`config.mk`:
```
export PLATFORM = sky130hd
export DESIGN_NAME = wb_stream_writer_ctrl
export DESIGN_NICKNAME = d
export VERILOG_FILES = /design/src/rtl/wb_stream_writer_ctrl_pkg.sv /design/src/rtl/wb_stream_writer_ctrl.sv
export SDC_FILE = /design/constraint.sdc
export NUM_CORES = 1
export LEC_CHECK = 0
export BUFFER_PORTS_ARGS = -buffer_cell sky130_fd_sc_hd__buf_2
export CORE_AREA = 4 4 183 185
export CTS_CLUSTER_SIZE = 8
export DETAILED_ROUTE_END_ITERATION = 8
export DIE_AREA = 0 0 187 189
export GPL_ROUTABILITY_DRIVEN = 0
export PLACE_DENSITY = 0.65
export SYNTH_ARGS = -nofsm -noshare
export SYNTH_HDL_FRONTEND = slang
export SYNTH_SLANG_ARGS = --single-unit
```
`constraint.sdc`:
```
create_clock -name clk -period 6.3 [get_ports clk]
set_input_delay 0.63 -clock clk [delete_from_list [all_inputs] [get_ports clk]]
set_output_delay 0.63 -clock clk [all_outputs]
set_load 0.05 [all_outputs]
```
`src/rtl/wb_stream_writer_ctrl_pkg.sv`:
```
// wb_stream_writer_ctrl_pkg: FSM state encoding and Wishbone cycle-type constants
package wb_stream_writer_ctrl_pkg;
  typedef enum logic [1:0] {IDLE, WAIT_SPACE, READ, DONE} state_e;
  localparam logic [2:0] CTI_CLASSIC      = 3'b000;
  localparam logic [2:0] CTI_INC_BURST    = 3'b010;
  localparam logic [2:0] CTI_END_OF_BURST = 3'b111;
endpackage

```
`src/rtl/wb_stream_writer_ctrl.sv`:
```
// wb_stream_writer_ctrl: Wishbone burst reader streaming a memory buffer into a FIFO
// Define WB_STREAM_WRITER_CTRL_CTI_EN for incrementing-burst cycle types; otherwise classic cycles.
module wb_stream_writer_ctrl
  import wb_stream_writer_ctrl_pkg::*;
#(
  parameter int WB_AW         = 32,
  parameter int WB_DW         = 32,
  parameter int FIFO_AW       = 6,
  parameter int MAX_BURST_LEN = 16
) (
  input  logic               clk,
  input  logic               rst,
  output logic [WB_AW-1:0]   wbm_adr_o,
  input  logic [WB_DW-1:0]   wbm_dat_i,
  output logic [WB_DW/8-1:0] wbm_sel_o,
  output logic               wbm_we_o,
  output logic               wbm_cyc_o,
  output logic               wbm_stb_o,
  output logic [2:0]         wbm_cti_o,
  output logic [1:0]         wbm_bte_o,
  input  logic               wbm_ack_i,
  output logic [WB_DW-1:0]   fifo_d_o,
  output logic               fifo_dv_o,
  input  logic [FIFO_AW:0]   fifo_cnt_i,
  input  logic               enable_i,
  input  logic [WB_AW-1:0]   start_adr_i,
  input  logic [WB_AW-1:0]   buf_size_i,
  input  logic [WB_AW-1:0]   burst_size_i,
  output logic               busy_o,
  output logic               done_o
);
  state_e             state_q;
  logic [WB_AW-1:0]   base_q, adr_q, offset_q, remaining_q, beat_q, blen_q;
  logic [WB_DW-1:0]   fifo_d_q;
  logic               cyc_q, dv_q, busy_q, done_q, stop_q;
  logic [WB_AW-1:0]   bs, cap, blen, adr_cur;
  logic [FIFO_AW+1:0] space;
  logic               fits, last;

  assign bs      = burst_size_i == '0 ? WB_AW'(1) : burst_size_i;
  assign cap     = bs > WB_AW'(MAX_BURST_LEN) ? WB_AW'(MAX_BURST_LEN) : bs;
  assign blen    = cap > remaining_q ? remaining_q : cap;
  assign space   = (FIFO_AW+2)'(2**FIFO_AW) - (FIFO_AW+2)'(fifo_cnt_i);
  assign fits    = 64'(space) >= 64'(blen);
  assign last    = beat_q == blen_q - WB_AW'(1);
  assign adr_cur = base_q + (offset_q << 2);

  always_ff @(posedge clk) begin
    if (rst) begin
      state_q     <= IDLE;
      base_q      <= '0;
      adr_q       <= '0;
      offset_q    <= '0;
      remaining_q <= '0;
      beat_q      <= '0;
      blen_q      <= '0;
      fifo_d_q    <= '0;
      cyc_q       <= 1'b0;
      dv_q        <= 1'b0;
      busy_q      <= 1'b0;
      done_q      <= 1'b0;
      stop_q      <= 1'b0;
    end else begin
      dv_q   <= 1'b0;
      done_q <= 1'b0;
      case (state_q)
        IDLE: if (enable_i) begin
          base_q      <= start_adr_i;
          offset_q    <= '0;
          remaining_q <= buf_size_i;
          busy_q      <= buf_size_i != '0;
          done_q      <= buf_size_i == '0;
          state_q     <= buf_size_i == '0 ? DONE : WAIT_SPACE;
        end
        WAIT_SPACE: if (!enable_i) begin
          state_q <= IDLE;
          busy_q  <= 1'b0;
        end else if (fits) begin
          state_q <= READ;
          cyc_q   <= 1'b1;
          adr_q   <= adr_cur;
          blen_q  <= blen;
          beat_q  <= '0;
          stop_q  <= 1'b0;
        end
        READ: begin
          if (!enable_i) stop_q <= 1'b1;
          if (wbm_ack_i) begin
            fifo_d_q    <= wbm_dat_i;
            dv_q        <= 1'b1;
            offset_q    <= offset_q + WB_AW'(1);
            remaining_q <= remaining_q - WB_AW'(1);
            beat_q      <= beat_q + WB_AW'(1);
            adr_q       <= adr_cur + WB_AW'(4);
            if (last) begin
              cyc_q <= 1'b0;
              // a stop request seen anywhere in the burst wins over completion
              if (stop_q || !enable_i) begin
                state_q <= IDLE;
                busy_q  <= 1'b0;
              end else if (remaining_q == WB_AW'(1)) begin
                state_q <= DONE;
                done_q  <= 1'b1;
                busy_q  <= 1'b0;
              end else begin
                state_q <= WAIT_SPACE;
              end
            end
          end
        end
        DONE: state_q <= IDLE;
        default: state_q <= IDLE;
      endcase
    end
  end

  assign wbm_adr_o = adr_q;
  assign wbm_sel_o = '1;
  assign wbm_we_o  = 1'b0;
  assign wbm_cyc_o = cyc_q;
  assign wbm_stb_o = cyc_q;
  assign wbm_bte_o = 2'b00;
  assign fifo_d_o  = fifo_d_q;
  assign fifo_dv_o = dv_q;
  assign busy_o    = busy_q;
  assign done_o    = done_q;
`ifdef WB_STREAM_WRITER_CTRL_CTI_EN
  assign wbm_cti_o = last ? CTI_END_OF_BURST : CTI_INC_BURST;
`else
  assign wbm_cti_o = CTI_CLASSIC;
`endif
endmodule

```
# Yosys cells after proc, flatten, opt, wreduce, memory -nomap -nowiden
# Cells that the tools add are included.
# word_totals
register_bits,231
latch_bits,0
mem_bits_rw,0
rom_bits,0
in_bits,139
out_inout_bits,79
elab_cells,106
n_memories,0
# op_classes
n_addsub,7
n_mul,0
div_mod_pow,0
order_cmp,3
eq_ne,14
shifts,0
muxes,49
bitwise,1
reduce_logical,19
# op_table
cell,count
$mux 32,13
$pmux 32 s2,4
$add 32x1->32 const B,2
$logic_not 32->1,2
$sub 32x1->32 const B,2
$add 32x3->32 const B,1
$add 32x32->32,1
$eq 32x1->1 const B,1
$eq 32x32->1,1
$ge 8x32->1,1
$gt 32x32->1,1
$gt 32x5->1 const B,1
$reduce_bool 32->1,1
$mux 1,19
$mux 2,8
$ne 2x2->1 const B,7
$reduce_and 4->1,3
$pmux 2 s4,1
$sub 7x7->8 const A,1
$ne 3x3->1 const B,2
$pmux 1 s2,3
$reduce_and 3->1,2
$reduce_and 6->1,1
$reduce_and 5->1,1
11 further kinds,14

# Depth between registers and ports, before layout
# depth
depth_word,10
ltp_mapped,27

# Worst setup path before layout
# No wires, ideal clock.
# synth_path
kind,input to register
from,input port burst_size_i[18]
to,"register adr_q[29], in the netlist wbm_adr_o[29]"
arrival_time_ps,5054
required_time_ps,6162
setup_slack_ps,1109
cell_stages,24
n_path_buf,4
cell_sequence,nor4_1 nand4_1 or3_1 o21bai_1 ha_1 nand4_1 or3_1 o211ai_1 nand2_1 buf_1 nand2_1 o21ai_0 ha_1 nand2b_1 a21o_1 a21oi_1 o21ai_0 o22ai_1 o32a_1 o31ai_1 clkbuf_1 clkbuf_1 clkbuf_1 o221ai_1
# synth_between
elab_chain_len,9
# synth_rtl
element,line,rtl
from (decl),wb_stream_writer_ctrl.sv:28,"input logic [WB_AW-1:0] burst_size_i,"
$logic_not 32->1,wb_stream_writer_ctrl.sv:40,assign bs = burst_size_i == '0 ? WB_AW'(1) : burst_size_i;
$mux 32 (*),wb_stream_writer_ctrl.sv:40,
$gt 32x5->1,wb_stream_writer_ctrl.sv:41,assign cap = bs > WB_AW'(MAX_BURST_LEN) ? WB_AW'(MAX_BURST_LEN) : bs;
$mux 32 (*),wb_stream_writer_ctrl.sv:41,
$gt 32x32->1,wb_stream_writer_ctrl.sv:42,assign blen = cap > remaining_q ? remaining_q : cap;
$mux 32 (*),wb_stream_writer_ctrl.sv:42,
via blen[0],wb_stream_writer_ctrl.sv:36,"logic [WB_AW-1:0] bs, cap, blen, adr_cur;"
$ge 8x32->1 (*),wb_stream_writer_ctrl.sv:44,assign fits = 64'(space) >= 64'(blen);
$ne 2x2->1 (no source line) (*),n/a,
$reduce_and 4->1 (no source line) (*),n/a,
to (signal assigned),wb_stream_writer_ctrl.sv:81,adr_q <= adr_cur;
to (signal assigned),wb_stream_writer_ctrl.sv:94,adr_q <= adr_cur + WB_AW'(4);
to (decl),wb_stream_writer_ctrl.sv:33,"logic [WB_AW-1:0] base_q, adr_q, offset_q, remaining_q, beat_q, blen_q;"
# The timed path passes the listed nets; every way through them passes the cells marked *.
# A chain may end at the register's enable or synchronous reset.

# Worst setup path in the final report
# layout_path
from,input port burst_size_i[18]
to,register beat_q[28]
# layout_between
elab_chain_len,9
# layout_rtl
element,line,rtl
$logic_not 32->1,wb_stream_writer_ctrl.sv:40,
$mux 32 (*),wb_stream_writer_ctrl.sv:40,
$gt 32x5->1,wb_stream_writer_ctrl.sv:41,
$mux 32 (*),wb_stream_writer_ctrl.sv:41,
$gt 32x32->1,wb_stream_writer_ctrl.sv:42,
$mux 32 (*),wb_stream_writer_ctrl.sv:42,
via blen[0],wb_stream_writer_ctrl.sv:36,
$ge 8x32->1 (*),wb_stream_writer_ctrl.sv:44,
$ne 2x2->1 (no source line) (*),n/a,
$reduce_and 4->1 (no source line) (*),n/a,
to (signal assigned),wb_stream_writer_ctrl.sv:93,beat_q <= beat_q + WB_AW'(1);
to (decl),wb_stream_writer_ctrl.sv:33,
# Marked as above.

==> results.sh <==
export IMPL_run_status="finished clean"
export IMPL_ctsResizeCount=0
export IMPL_tightestPinTransition_ns=1.11
export IMPL_synth_edf_count=0
export IMPL_detail_route_first_pass_iterations=5
export IMPL_hpwlAfterDp_microns=28300
export IMPL_cts_hold_repair_buffers=0
export IMPL_post_drt_via_cell_ratio=5.60
export IMPL_drive_gt1_share_pct=14.7
export IMPL_rsz0062_at_grt="false"
export IMPL_floorplan_initialDensity_pct=44.4
export IMPL_drc_errors=0
export IMPL_powerDensity_nw_per_um2=347
export IMPL_critical_path_max_stage_delay_ns=0.83
export IMPL_yosys_warnings=0
export IMPL_min_delay_start="start_adr_i[3]"
export IMPL_global_route_wire_length_before_repair_microns=62700
export IMPL_synth_area_leader_cell="sky130_fd_sc_hd__dfxtp_1"
export IMPL_drt_iter0_markers=749
export IMPL_number_of_port_buffers=207
export IMPL_power_frac_seq_pct=32.1
export IMPL_p_clk_share_pct=28.1
export IMPL_cts_made_buffers=34
export IMPL_grt_overflow=0
export IMPL_final_setup_tns_ns=0
export IMPL_worst_setup_path_startpoint="burst_size_i[18]"
export IMPL_ant_nets=0
export IMPL_fp_row_count=66
export IMPL_hold_path_class="in -> reg"
export IMPL_design_portCount=218
export IMPL_peakVddDrop_mv=0.215
export IMPL_drt_wl_total_microns=38400
export IMPL_die_width_microns=187
export IMPL_wire_per_inst_microns=16.0
export IMPL_route_vias_total=13440
export IMPL_switching_share_pct=40.9
export IMPL_postSynth_asyncResetShare_pct=0
export IMPL_required_ns=6.66
export IMPL_max_cap_violations=0
export IMPL_die_y_microns=189
export IMPL_worst_clock_skew_ns=0.0133
export IMPL_fp_dieArea_sq_um=35300
export IMPL_crit_path_frequent_cell="sky130_fd_sc_hd__o21ai_0"
export IMPL_synth_seq_area_share_pct=32.2
export IMPL_setup_worst_path_class="in -> reg"
export IMPL_p_leak_nw=6.87
export IMPL_final_period_util_pct=87.9
export IMPL_postSynthRegisterBits=229
export IMPL_timing_rr_start="remaining_q[1]$_SDFFE_PP0P_"
export IMPL_core_area_sq_um=32000
export IMPL_worst_setup_hold_path_clk_slew_ns=0.05
export IMPL_cts_buffer_depth=3
export IMPL_worstPathMaxFanout=51
export IMPL_clk_insertion_delay_late_ns=0.51
export IMPL_report_final_setup_viol=0
export IMPL_syn2layout_area_growth_pct=15.8
export IMPL_cts_sinks=229
export IMPL_first_global_vias=12855
export IMPL_global_router_s_overall_resource_usage_pct=20.8
export IMPL_grt_start_max_net_pins=62
export IMPL_max_freq_mhz=181
export IMPL_synth_largest_type_area_fraction_pct=32.2
export IMPL_crit_path_cell_trace="buf_2 > nor4_1 > nand4_1 > or3_1 > o21bai_1 > ha_1 > nor2b_1 > o21a_1 > o21ai_0 > a211oi_1 > o211ai_1 > nand2_1 > o21ai_0 > ha_1 > nand2b_1 > a21o_1 > a21oi_1 > o21ai_0 > o22ai_1 > o31ai_4 > buf_4 > nand4_1 > xor2_1 > nor2_1"
export IMPL_synth_ff_type="sky130_fd_sc_hd__dfxtp_1"
export IMPL_critPathCaptureType="flop"
export IMPL_fill_cells=3141
export IMPL_synthCells=1803
export IMPL_synth_top_area_cells="sky130_fd_sc_hd__dfxtp_1 (32%), sky130_fd_sc_hd__ha_1 (7.0%), sky130_fd_sc_hd__nand2_1 (5.9%)"
export IMPL_syn_cell_area_sq_um=14200
export IMPL_total_internal_power_mw=3.38
export IMPL_grt_antenna_before_repair=4
export IMPL_p_sw_mw=2.34
export IMPL_final_max_slew_viol_count=0
export IMPL_postSynthAreaPerCell_sq_um=7.89
export IMPL_fraction_of_power_consumed_by_combinational_cells_pct=39.8
export IMPL_setup_worst_path_start_class="input port"
export IMPL_post_cts_setup_buffer_count=0
export IMPL_finish_net_count=2207
export IMPL_report_power_total_mw=5.72
export IMPL_timing_critical_path_slowest_stage_cell="sky130_fd_sc_hd__o31ai_4"
export IMPL_crit_arrival_ns=5.90
export IMPL_time_the_final_worst_path_needs_with_i_o_delays_and_setup_ns=5.54
export IMPL_max_slew_margin_rel_pct=25.5
export IMPL_synth_cell_types=82
export IMPL_clock_root_buffer="sky130_fd_sc_hd__clkbuf_16"
export IMPL_tritoncts="yes"
export IMPL_htreeDepth=2
export IMPL_timing_final_hold_violations=0
==> synthesized netlist by cell type, drive strengths merged, types with 31 or more instances <==
library cell and number:
dfxtp 229, nand2 223, nor2 192, a21oi 129, xor2 85, clkbuf 82
ha 79, nand3 68, xnor2 62, inv 54, o21ai 54, nor3 52
nand4 49, a211oi 40, nor4 39, and2 36, and3 31
==> worst paths after layout <==
path	end	slack [ns]	depth (start not counted)
worst min register to register	fifo_d_o[28]$_SDFFE_PP0P_	0.45	2
worst min-delay path	base_q[3]$_SDFFE_PP0P_	0.36	3
worst max-delay path	beat_q[28]$_SDFFE_PP0P_	0.76	24
worst max register to register	beat_q[28]$_SDFFE_PP0P_	1.22	21
==> power groups by stage <==
| stage | logic [mW] | registers (mW) | clock network [mW] |
|---|---|---|---|
| after detailed placement | 2.25 | 1.86 | 0 |
| after floorplan | 1.48 | 2.07 | 0 |
| after CTS | 2.27 | 1.83 | 1.65 |
| after global routing | 2.53 | 1.86 | 1.71 |
| final | 2.28 | 1.83 | 1.61 |
| after global placement | 2.21 | 1.85 | 0 |
==> routing by layer <==
metal | up-vias | GRT usage (%) | share of wire (%)
met5 | - | 0 | 0.10
met4 | 6 | 5.57 | 1.9
met3 | 62 | 4.54 | 6.7
met2 | 380 | 35.1 | 46
met1 | 6239 | 27.0 | 45
li1 | 6753 | - | -
==> stage by stage <==
stage / hold WS (ns) / area (sq um) / setup WS [ns] / utilization (%) / std cells
floorplan: 0.436 / 14400 / 1.11 / - / 1838
global placement: 0.439 / 15600 / 0.449 / 48.6 / 2360
detailed placement: 0.443 / 15600 / 0.240 / 48.6 / 2360
CTS: 0.341 / 16500 / 0.760 / 51.4 / 2399
global route: 0.357 / 16500 / 0.208 / 51.4 / 2400
finish: 0.365 / 16500 / 0.763 / 51.4 / 2400
==> logic make-up (layout without fill, tap and decap cells) <==
| kind of cell | after synthesis | after routing | synth area share, % |
|---|---|---|---|
| AO/OA/AOI/OAI | 358 | 358 | 16.6 |
| XOR/XNOR | 148 | 148 | 9.22 |
| adder cells (fa/ha/maj) | 80 | 80 | 7.09 |
| buffers and inverters | 160 | 313 | 4.57 |
| flip-flops | 229 | 229 | 32.2 |
| multiplexers | 34 | 34 | 2.43 |
| other | 2 | 38 | 0.0528 |
| AND/OR/NAND/NOR | 792 | 792 | 27.8 |
==> critical path: cells and delay by family <==
kind	cells	cell delay [ns]
simple gates	8	1.59
buf+inv	2	0.68
xor+xnor	1	0.17
fa+ha+maj	2	0.49
compound gates	11	2.34
==> cells in the final DEF, fill, tap and decap left out, types with 54 or more instances in the layout <==
cell type                 netlist  layout
sky130_fd_sc_hd__xor2_1        85      85
sky130_fd_sc_hd__ha_1          79      78
sky130_fd_sc_hd__inv_1         54      54
sky130_fd_sc_hd__buf_2          3     206
sky130_fd_sc_hd__a21oi_1      128     128
sky130_fd_sc_hd__xnor2_1       62      62
sky130_fd_sc_hd__nand3_1       68      68
sky130_fd_sc_hd__nor2_1       192     192
sky130_fd_sc_hd__dfxtp_1      229     229
sky130_fd_sc_hd__nand2_1      223     223
==> area by class of cell <==
type | count | area, sq um | area share [%]
Multi-Input combinational cell | 1449 | 9130 | 55.5
Tap cell | 408 | 510 | 3.10
Sequential cell | 229 | 4580 | 27.8
Timing Repair Buffer | 220 | 1140 | 6.90
Inverter | 54 | 203 | 1.23
Antenna cell | 1 | 2.50 | 0.0152
Clock inverter | 1 | 8.76 | 0.0532
Clock buffer | 38 | 887 | 5.39
==> flip-flops by register name, indices dropped and copies added (netlist names) <==
register,count
base_q,32
beat_q,32
blen_q,32
fifo_d_o,32
remaining_q,32
wbm_adr_o,32
offset_q,30
state_q,2
busy_o,1
done_o,1
fifo_dv_o,1
stop_q,1
wbm_cyc_o,1
Note: power is estimated with default switching activity, not from simulation.
